File: src/rtl/ctrl_pkg.sv
// Shared definitions for the lab03 fetch stage and control unit.
//   OP_JMP / OP_HLT : opcodes executed locally by the fetch stage
//   OP_MSB / OP_LSB : position of the opcode field in a 16-bit instruction word
//   fetch_state_t   : fetch/sequencer state encoding
//   get_opcode()    : extracts the opcode field from an instruction word
package ctrl_pkg;

  localparam int unsigned OP_MSB = 15;
  localparam int unsigned OP_LSB = 13;
  localparam int unsigned OP_W   = OP_MSB - OP_LSB + 1;

  localparam logic [OP_W-1:0] OP_JMP = 3'b110;
  localparam logic [OP_W-1:0] OP_HLT = 3'b111;

  typedef enum logic [2:0] {
    StIdle,
    StFetch,
    StMem,
    StIssue,
    StExec,
    StHalted
  } fetch_state_t;

  function automatic logic [OP_W-1:0] get_opcode(input logic [15:0] word);
    return word[OP_MSB:OP_LSB];
  endfunction

endpackage

File: src/rtl/instr_fetch.sv
// Fetch/sequencer stage: walks pc through instruction memory, executes JMP and
// HLT locally and issues every other instruction to the control unit, holding
// it until the control unit reports done.
// Ports:
//   clk          : clock, rising edge
//   reset        : asynchronous active-low reset
//   start        : begin execution at start_addr (only honoured when idle/halted)
//   start_addr   : first fetch address
//   imem_addr    : instruction-memory address (always equals pc)
//   imem_rd      : memory read strobe; data returns one cycle later
//   imem_rdata   : memory read data
//   instruction  : registered instruction presented to the control unit
//   run          : one-cycle issue pulse
//   done         : control unit finished the issued instruction (sampled in EXEC only)
//   pc           : current program counter
//   busy         : high in every state except IDLE and HALTED
//   halted       : high in HALTED
// The JMP target is taken from the low ADDR_W bits of the word, so ADDR_W <= 16.
module instr_fetch
  import ctrl_pkg::*;
#(
  parameter int unsigned ADDR_W = 8
) (
  input  logic              clk,
  input  logic              reset,
  input  logic              start,
  input  logic [ADDR_W-1:0] start_addr,
  output logic [ADDR_W-1:0] imem_addr,
  output logic              imem_rd,
  input  logic [15:0]       imem_rdata,
  output logic [15:0]       instruction,
  output logic              run,
  input  logic              done,
  output logic [ADDR_W-1:0] pc,
  output logic              busy,
  output logic              halted
);

  fetch_state_t      state_q, state_d;
  logic [ADDR_W-1:0] pc_q, pc_d;
  logic [15:0]       instr_q, instr_d;
  logic              imem_rd_q, run_q, busy_q, halted_q;

  always_comb begin
    state_d = state_q;
    pc_d    = pc_q;
    instr_d = instr_q;
    case (state_q)
      StIdle, StHalted: begin
        if (start) begin
          pc_d    = start_addr;
          state_d = StFetch;
        end
      end
      StFetch: state_d = StMem;
      StMem: begin
        instr_d = imem_rdata;
        case (get_opcode(imem_rdata))
          OP_HLT:  state_d = StHalted;  // pc stays on the HLT word
          OP_JMP: begin
            pc_d    = imem_rdata[ADDR_W-1:0];
            state_d = StFetch;
          end
          default: state_d = StIssue;
        endcase
      end
      StIssue: begin
        pc_d    = pc_q + 1'b1;  // wraps modulo 2^ADDR_W
        state_d = StExec;
      end
      StExec: begin
        if (done) state_d = StFetch;
      end
      default: state_d = StIdle;
    endcase
  end

  // Outputs are registered from the next state so they come straight off flops.
  always_ff @(posedge clk or negedge reset) begin
    if (!reset) begin
      state_q   <= StIdle;
      pc_q      <= '0;
      instr_q   <= '0;
      imem_rd_q <= 1'b0;
      run_q     <= 1'b0;
      busy_q    <= 1'b0;
      halted_q  <= 1'b0;
    end else begin
      state_q   <= state_d;
      pc_q      <= pc_d;
      instr_q   <= instr_d;
      imem_rd_q <= (state_d == StFetch);
      run_q     <= (state_d == StIssue);
      busy_q    <= (state_d != StIdle) && (state_d != StHalted);
      halted_q  <= (state_d == StHalted);
    end
  end

  assign imem_addr   = pc_q;
  assign pc          = pc_q;
  assign instruction = instr_q;
  assign imem_rd     = imem_rd_q;
  assign run         = run_q;
  assign busy        = busy_q;
  assign halted      = halted_q;

endmodule
File: config.mk
export PLATFORM = sky130hd
export DESIGN_NAME = instr_fetch
export DESIGN_NICKNAME = d
export VERILOG_FILES = /design/src/rtl/ctrl_pkg.sv /design/src/rtl/instr_fetch.sv
export SDC_FILE = /design/constraint.sdc
export NUM_CORES = 1
export LEC_CHECK = 0
export ABC_AREA = 1
export CAP_MARGIN = 20
export CORE_AREA = 2 2 67 69
export CTS_BUF_LIST = sky130_fd_sc_hd__clkbuf_4
export CTS_CLUSTER_DIAMETER = 150
export DETAILED_ROUTE_END_ITERATION = 6
export DIE_AREA = 0 0 69 71
export MAX_ROUTING_LAYER = met4
export PLACE_DENSITY = 0.73
export SLEW_MARGIN = 5
export SYNTH_ARGS = -nofsm -noshare
export SYNTH_HDL_FRONTEND = slang
export SYNTH_SLANG_ARGS = --single-unit
File: constraint.sdc
create_clock -name clk -period 3.4 [get_ports clk]
set_input_delay 0.51 -clock clk [delete_from_list [all_inputs] [get_ports clk]]
set_output_delay 0.51 -clock clk [all_outputs]
set_load 0.05 [all_outputs]
==> results.md, run 1 <==
- Critical path cell sequence: clkdlybuf4s50_1
- CP max FO: 9
- Min Hold Slack: approximately 490 ps
- Crit end category: output port
- Critical path class: reg2out
- Adder and majority cell fraction of the synthesized area: less than 1%
- Die height: between 70 and 80 microns
- Initial Util: between 30% and 40%
- Crit-path slowest cell: clkdlybuf4s50_1
- Average wire per standard cell: roughly 12 microns
- Total Routing Usage GR: about 17%
- Yosys warning count: 0
- First-pass GRT wire length: approximately 6400 microns
- Post-Syn Instances: around 220
- Num rows: 24
- Final period util: between 60 and 70%
- Layout net count: approximately 310
- Yosys reg bits: 31
- CTS Root Cell: clkbuf_4
- Slew HR: about 65%
- Synthesized area per cell: about 7.3 sq um
- Vias in the first global route: 1403
- XOR/XNOR Fraction of Synth Area: 0%
- RSZ-0062 raised after global routing: no
- Tmin final: 2190 ps
- Final setup viols: 0
- Worst Hold Class: reg2reg
- Gr ovfl total: 0
- PostCTS Resize Cnt: 0
- # diodes: 0
- Hold_buf cts: 0
- CTS max path bufs: 2
- Max Freq: between 0.4 and 0.5 GHz
- Drt via density: ~4.6
- Routability congestion estimate from global placement: about 0.80
- CP startpoint kind: register
- Complex-gate fraction of the synthesized area: between 2 and 2.5%
- Place WS: around 1600 ps
- H-tree levels: 2
- Simple-Gate Fraction of Synth Area: 38.8%
- Setup WS post-layout: about 1200 ps
- Core area: about 4200 sq um
- Cts bufs inserted: 5
- Worst Skew: approximately 4.7 ps
- Die Width: approximately 69 microns
- Area grow syn2layout: 42.2%
- Final hold violation count: 0
- Post-DP Area: about 2200 sq um
- I/O pins: 64
- Clock Pin Slew Worst Setup and Hold Paths: 90 ps
- Synthesized area: 1610 sq um
- Total die area: between 4000 and 5000 sq um
- Initial DRT Pass Iterations: 4
- Post-synth net total: about 250
- Slowest stage delay, CP: approximately 850 ps
- HPWL Detailed: between 2000 and 3000 microns
- Main combinational cell family by area after synthesis: simple AND/OR/NAND/NOR gates
- Starting DRT DRC Count: 73
- Critical path required time: 2890 ps
- Setup TNS: 0 ps
- Clock Sinks: 31
- Worst-Margin Slew: between 500 and 600 ps
- Max Cap Violations: 0
- Initial antenna violation count: 0
- Final WL: 3880 microns
- Crit-path leading delay family: buffers and inverters
- PortBufs: between 60 and 70
- Multiplexer share of the synthesized area: 0%
- Register area share after synthesis: about half
- Post-CTS Setup Bufs: 0
- DRC Markers: 0
- Layout cell share with drive strength beyond 1: under 10%
- Fin. max-slew vios: 0
- Fin area: between 2000 and 2500 sq um
- CP Data Arrival Time: ~1700 ps
- Count of different cell masters after synthesis: 17
- DR vias: approximately 1500
- Buf/Inv on CP: 1
- Run status: finished, final reports clean
- TritonCTS clock tree: yes
- Clk Latency, worst-skew pair: around 330 ps
- DRT antenna net count: 0
- Largest net degree at the start of global routing: 32
[per-layer routing]
layer	vias to the layer above	part of all wire [%]	track usage [%]
li1	792	-	-
met3	4	5.4	4.70
met2	52	48	26.5
met5	-	0	-
met4	0	1.3	5.88
met1	688	45	21.2
[synthesized netlist by cell type]
| library cell | count | share of area (%) |
|---|---|---|
| ha_1 | 1 | 0.78 |
| o21ai_0 | 4 | 1.2 |
| buf_4 | 9 | 4.2 |
| or2_2 | 1 | 0.39 |
| nand3_2 | 1 | 0.62 |
| nand2_1 | 107 | 25 |
| nor2_4 | 1 | 0.70 |
| nand3_1 | 25 | 7.8 |
| inv_2 | 1 | 0.23 |
| nand4_1 | 4 | 1.6 |
| nand2_4 | 1 | 0.70 |
| dfrtp_1 | 31 | 48 |
| nor2_2 | 1 | 0.39 |
| nor2_1 | 7 | 1.6 |
| inv_1 | 21 | 4.9 |
| o21bai_1 | 2 | 0.93 |
| buf_2 | 2 | 0.62 |
[flip-flops by register name, summed over array words and instances (netlist names)]
name	count
instruction	16
imem_addr	8
state_q	3
busy	1
halted	1
imem_rd	1
run	1
[area by class of cell]
cell class | count | area, sq um
fill | 412 | 1920
sequential | 31 | 776
multi-input combinational | 155 | 671
timing repair buffer | 64 | 638
inverter | 22 | 82.6
tap | 52 | 65.1
clock buffer | 6 | 45.0
clock inverter | 2 | 7.51
[cells in the final DEF (no fill, tap or decap), types with 2 or more instances in the layout]
cell | netlist | routed
nand2_1 | 107 | 107
clkdlybuf4s50_1 | 0 | 63
dfrtp_1 | 31 | 31
nand3_1 | 25 | 25
inv_1 | 21 | 21
nor2_1 | 7 | 7
clkbuf_4 | 0 | 6
o21ai_0 | 4 | 4
nand4_1 | 4 | 4
o21bai_1 | 2 | 2
clkinv_1 | 0 | 2
[worst paths after layout]
check	startpoint	slack (ps)	end	cells past startpoint
worst min register to register	instruction[11]	490	instruction[11]	2
worst max-delay path	imem_addr[3]	1210	imem_addr[3]	1
worst min-delay path	instruction[11]	490	instruction[11]	2
max in group asynchronous	reset	2560	instruction[3]	2
worst max register to register	state_q[2]	1650	imem_addr[2]	8
min in group asynchronous	reset	560	run	2
[logic make-up (layout without fill, tap and decap cells)]
| family | count (synthesis) | after routing |
|---|---|---|
| simple gates | 148 | 148 |
| flops | 31 | 31 |
| buf+inv | 33 | 94 |
| compound gates | 6 | 6 |
| fa+ha+maj | 1 | 1 |
[metrics by stage]
| step | util (%) | std cells |
|---|---|---|
| 4_1_cts | 54.3 | 332 |
| 5_1_grt | 54.3 | 332 |
| 3_5_place_dp | 53.1 | 324 |
| 6_report | 54.3 | 332 |
| 2_1_floorplan | - | 219 |
| 3_3_place_gp | 53.1 | 324 |
Power of run 1 is not shown: default switching activity piles up to over one toggle a cycle in this logic, so the estimate is an artifact.
==> inputs of run 2 (changes only) <==
--- a/config.mk
+++ b/config.mk
@@ -13,7 +13,7 @@
 export DETAILED_ROUTE_END_ITERATION = 6
 export DIE_AREA = 0 0 69 71
 export MAX_ROUTING_LAYER = met4
-export PLACE_DENSITY = 0.73
+export PLACE_DENSITY = 0.75
 export SLEW_MARGIN = 5
 export SYNTH_ARGS = -nofsm -noshare
 export SYNTH_HDL_FRONTEND = slang
==> constraint.sdc (replaced) <==
create_clock -name clk -period 1.8 [get_ports clk]
set_input_delay 0.27 -clock clk [delete_from_list [all_inputs] [get_ports clk]]
set_output_delay 0.27 -clock clk [all_outputs]
set_load 0.05 [all_outputs]
==> run 2 against run 1 <==
Compared with the run above: utilization grew 0.39 points; sequential share of layout area shrank 0.24 points; count of clock-buffer cells in the layout shrank 1; first-iteration DRC count shrank 30%; flip-flop and latch count is the same; die area is the same; critical path depth is the same; via count shrank 0.26%; non-clock buffer count grew 1; worst hold slack lost 180 ps; clock skew grew 4.1 ps; critical endpoint is now run; largest cell class unchanged; highest routed layer unchanged.
==> results.md, run 2 (same netlist as run 1, synthesis figures left out) <==
- Run status: finished, final reports clean (unchanged)
- Routability congestion estimate from global placement: 0.851 (was 0.797)
- CTS Root Cell: clkbuf_4 (unchanged)
- CP startpoint kind: register (unchanged)
- TritonCTS clock tree: yes (unchanged)
- Final period util: between 90 and 100%
- Launching point of the worst reg2reg path: state_q[2] (unchanged)
- Largest net degree at the start of global routing: 32 (unchanged)
- Starting DRT DRC Count: 51 (was 73)
- Max Cap Violations: 0 (unchanged)
- Buf/Inv on CP: 1 (unchanged)
- Drt via density: 4.60 (was 4.63)
- Slowest stage delay, CP: 790 ps (was 850 ps)
- Fin area: 2300 sq um (was 2280 sq um)
- Initial DRT Pass Iterations: 5 (was 4)
- I/O pins: 64 (unchanged)
- Average wire per standard cell: 11.3 microns (was 11.7 microns)
- Core area: 4200 sq um (unchanged)
- Crit Reg-Reg Endpoint: imem_addr[6] (was imem_addr[2])
- Layout cell share with drive strength beyond 1: 12.1% (was 4.64%)
- Die height: 71 microns (unchanged)
- CP Data Arrival Time: 1460 ps (was 1680 ps)
- R2R Setup Slk: 240 ps (was 1650 ps)
- Crit end category: output port (unchanged)
- Initial antenna violation count: 0 (unchanged)
- Reg2reg path depth: 8 (unchanged)
- Vias in the first global route: 1436 (was 1403)
- Num rows: 24 (unchanged)
- PortBufs: 63 (unchanged)
- Worst Skew: 8.81 ps (was 4.74 ps)
- H-tree levels: 2 (unchanged)
- Most frequent cells in the layout: nand2_1 (107), dfrtp_1 (31), clkdlybuf4s50_1 (31) (was nand2_1 (107), clkdlybuf4s50_1 (63), dfrtp_1 (31))
- Setup TNS: 0 ps (unchanged)
- Die Width: 69 microns (unchanged)
- DR vias: 1532 (was 1536)
- # diodes: 0 (unchanged)
- Critical path required time: 1530 ps (was 2890 ps)
- Most common cell after layout, fill and taps aside: nand2_1 (unchanged)
- Worst-Margin Slew: 526 ps (was 518 ps)
- Final WL: 3770 microns (was 3880 microns)
- Layout Utilization: 54.7% (was 54.3%)
- Total die area: 4900 sq um (unchanged)
- Max Freq: a little under 0.6 GHz
- Post-DP Area: 2190 sq um (was 2230 sq um)
- DRT antenna net count: 0 (unchanged)
- Critical path class: reg2out (unchanged)
- Cts bufs inserted: 5 (unchanged)
- CTS max path bufs: 2 (unchanged)
- Gr ovfl total: 0 (unchanged)
- Largest register FFs: 16 (unchanged)
- Crit-path slowest cell: clkdlybuf4s50_1 (unchanged)
- Worst Hold Class: in2async (was reg2reg)
- Clock Pin Slew Worst Setup and Hold Paths: 100 ps (was 90 ps)
- Clk Latency, worst-skew pair: 330 ps (about the same)
- Critical path cell sequence: clkdlybuf4s50_1 (unchanged)
- CP max FO: 1 (was 9)
- HPWL Detailed: 2880 microns (was 2860 microns)
- Crit-path leading delay family: buffers and inverters (unchanged)
- Slew HR: 64.9% (was 65.4%)
- Post-CTS Setup Bufs: 0 (unchanged)
- Final setup viols: 0 (unchanged)
- Tmin final: about 1700 ps
- Final hold violation count: 0 (unchanged)
- Layout net count: 309 (was 308)
- RSZ-0062 raised after global routing: no (unchanged)
- Initial Util: 38.2% (unchanged)
- First-pass GRT wire length: 6280 microns (was 6420 microns)
- Clock Sinks: 31 (unchanged)
- DRC Markers: 0 (unchanged)
- Area grow syn2layout: 43.2% (was 42.2%)
- Fin. max-slew vios: 0 (unchanged)
- Total Routing Usage GR: 16.5% (was 16.9%)
## run 2: changes by cell type in the layout (fill, tap and decap cells not counted), sizes merged
cell | before | now
dlymetal6s2s | 0 | 13
buf | 1 | 21
bufinv | 0 | 1
clkdlybuf4s50 | 63 | 31
clkbuf | 6 | 5
## run 2: metal layers
| layer | vias to the layer above | part of all wire, % | track usage (%) |
|---|---|---|---|
| li1 | 795 | - | - |
| met1 | 678 | 44 | 20.0 |
| met2 | 53 | 48 | 26.1 |
| met4 | 0 | 1.7 | 6.54 |
| met5 | - | 0 | - |
| met3 | 6 | 6.6 | 4.84 |
## run 2: worst max-delay path by stage
stage / startpoint / endpoint / slack, ps / depth (start not counted)
global placement: imem_rdata[14] / imem_rd / 300 / 6
detailed placement: state_q[2] / imem_addr[6] / 270 / 8
CTS: instruction[11] / instruction[11] / 10 / 1
finish: run / run / 70 / 1
floorplan: imem_addr[1] / imem_addr[6] / 230 / 8
global route: busy / busy / 20 / 1
## run 2: cell type report
cell class                      instances  area [sq um]
Fill cell                             403          1900
Tap cell                               52          65.1
Timing Repair Buffer                   65           631
Multi-Input combinational cell        155           671
Sequential cell                        31           776
Clock buffer                            5          37.5
Inverter                               22          82.6
Clock inverter                          3          38.8
## run 2: repair_timing
item | CTS | global route
endpoints found under the setup margin | 0 | 13
hold buffers | 0 | 0
gates resized for setup | 0 | 13
## run 2: per-stage QoR
step | hold slack, ps | instances | worst slack (ps)
after floorplan | -25.6 | 219 | 234
after global placement | 462 | 325 | 301
after detailed placement | 465 | 325 | 274
after CTS | 324 | 333 | 9.80
after global routing | 341 | 333 | 21.3
final | 313 | 333 | 72.9
Power of run 2 is left out for the same reason.
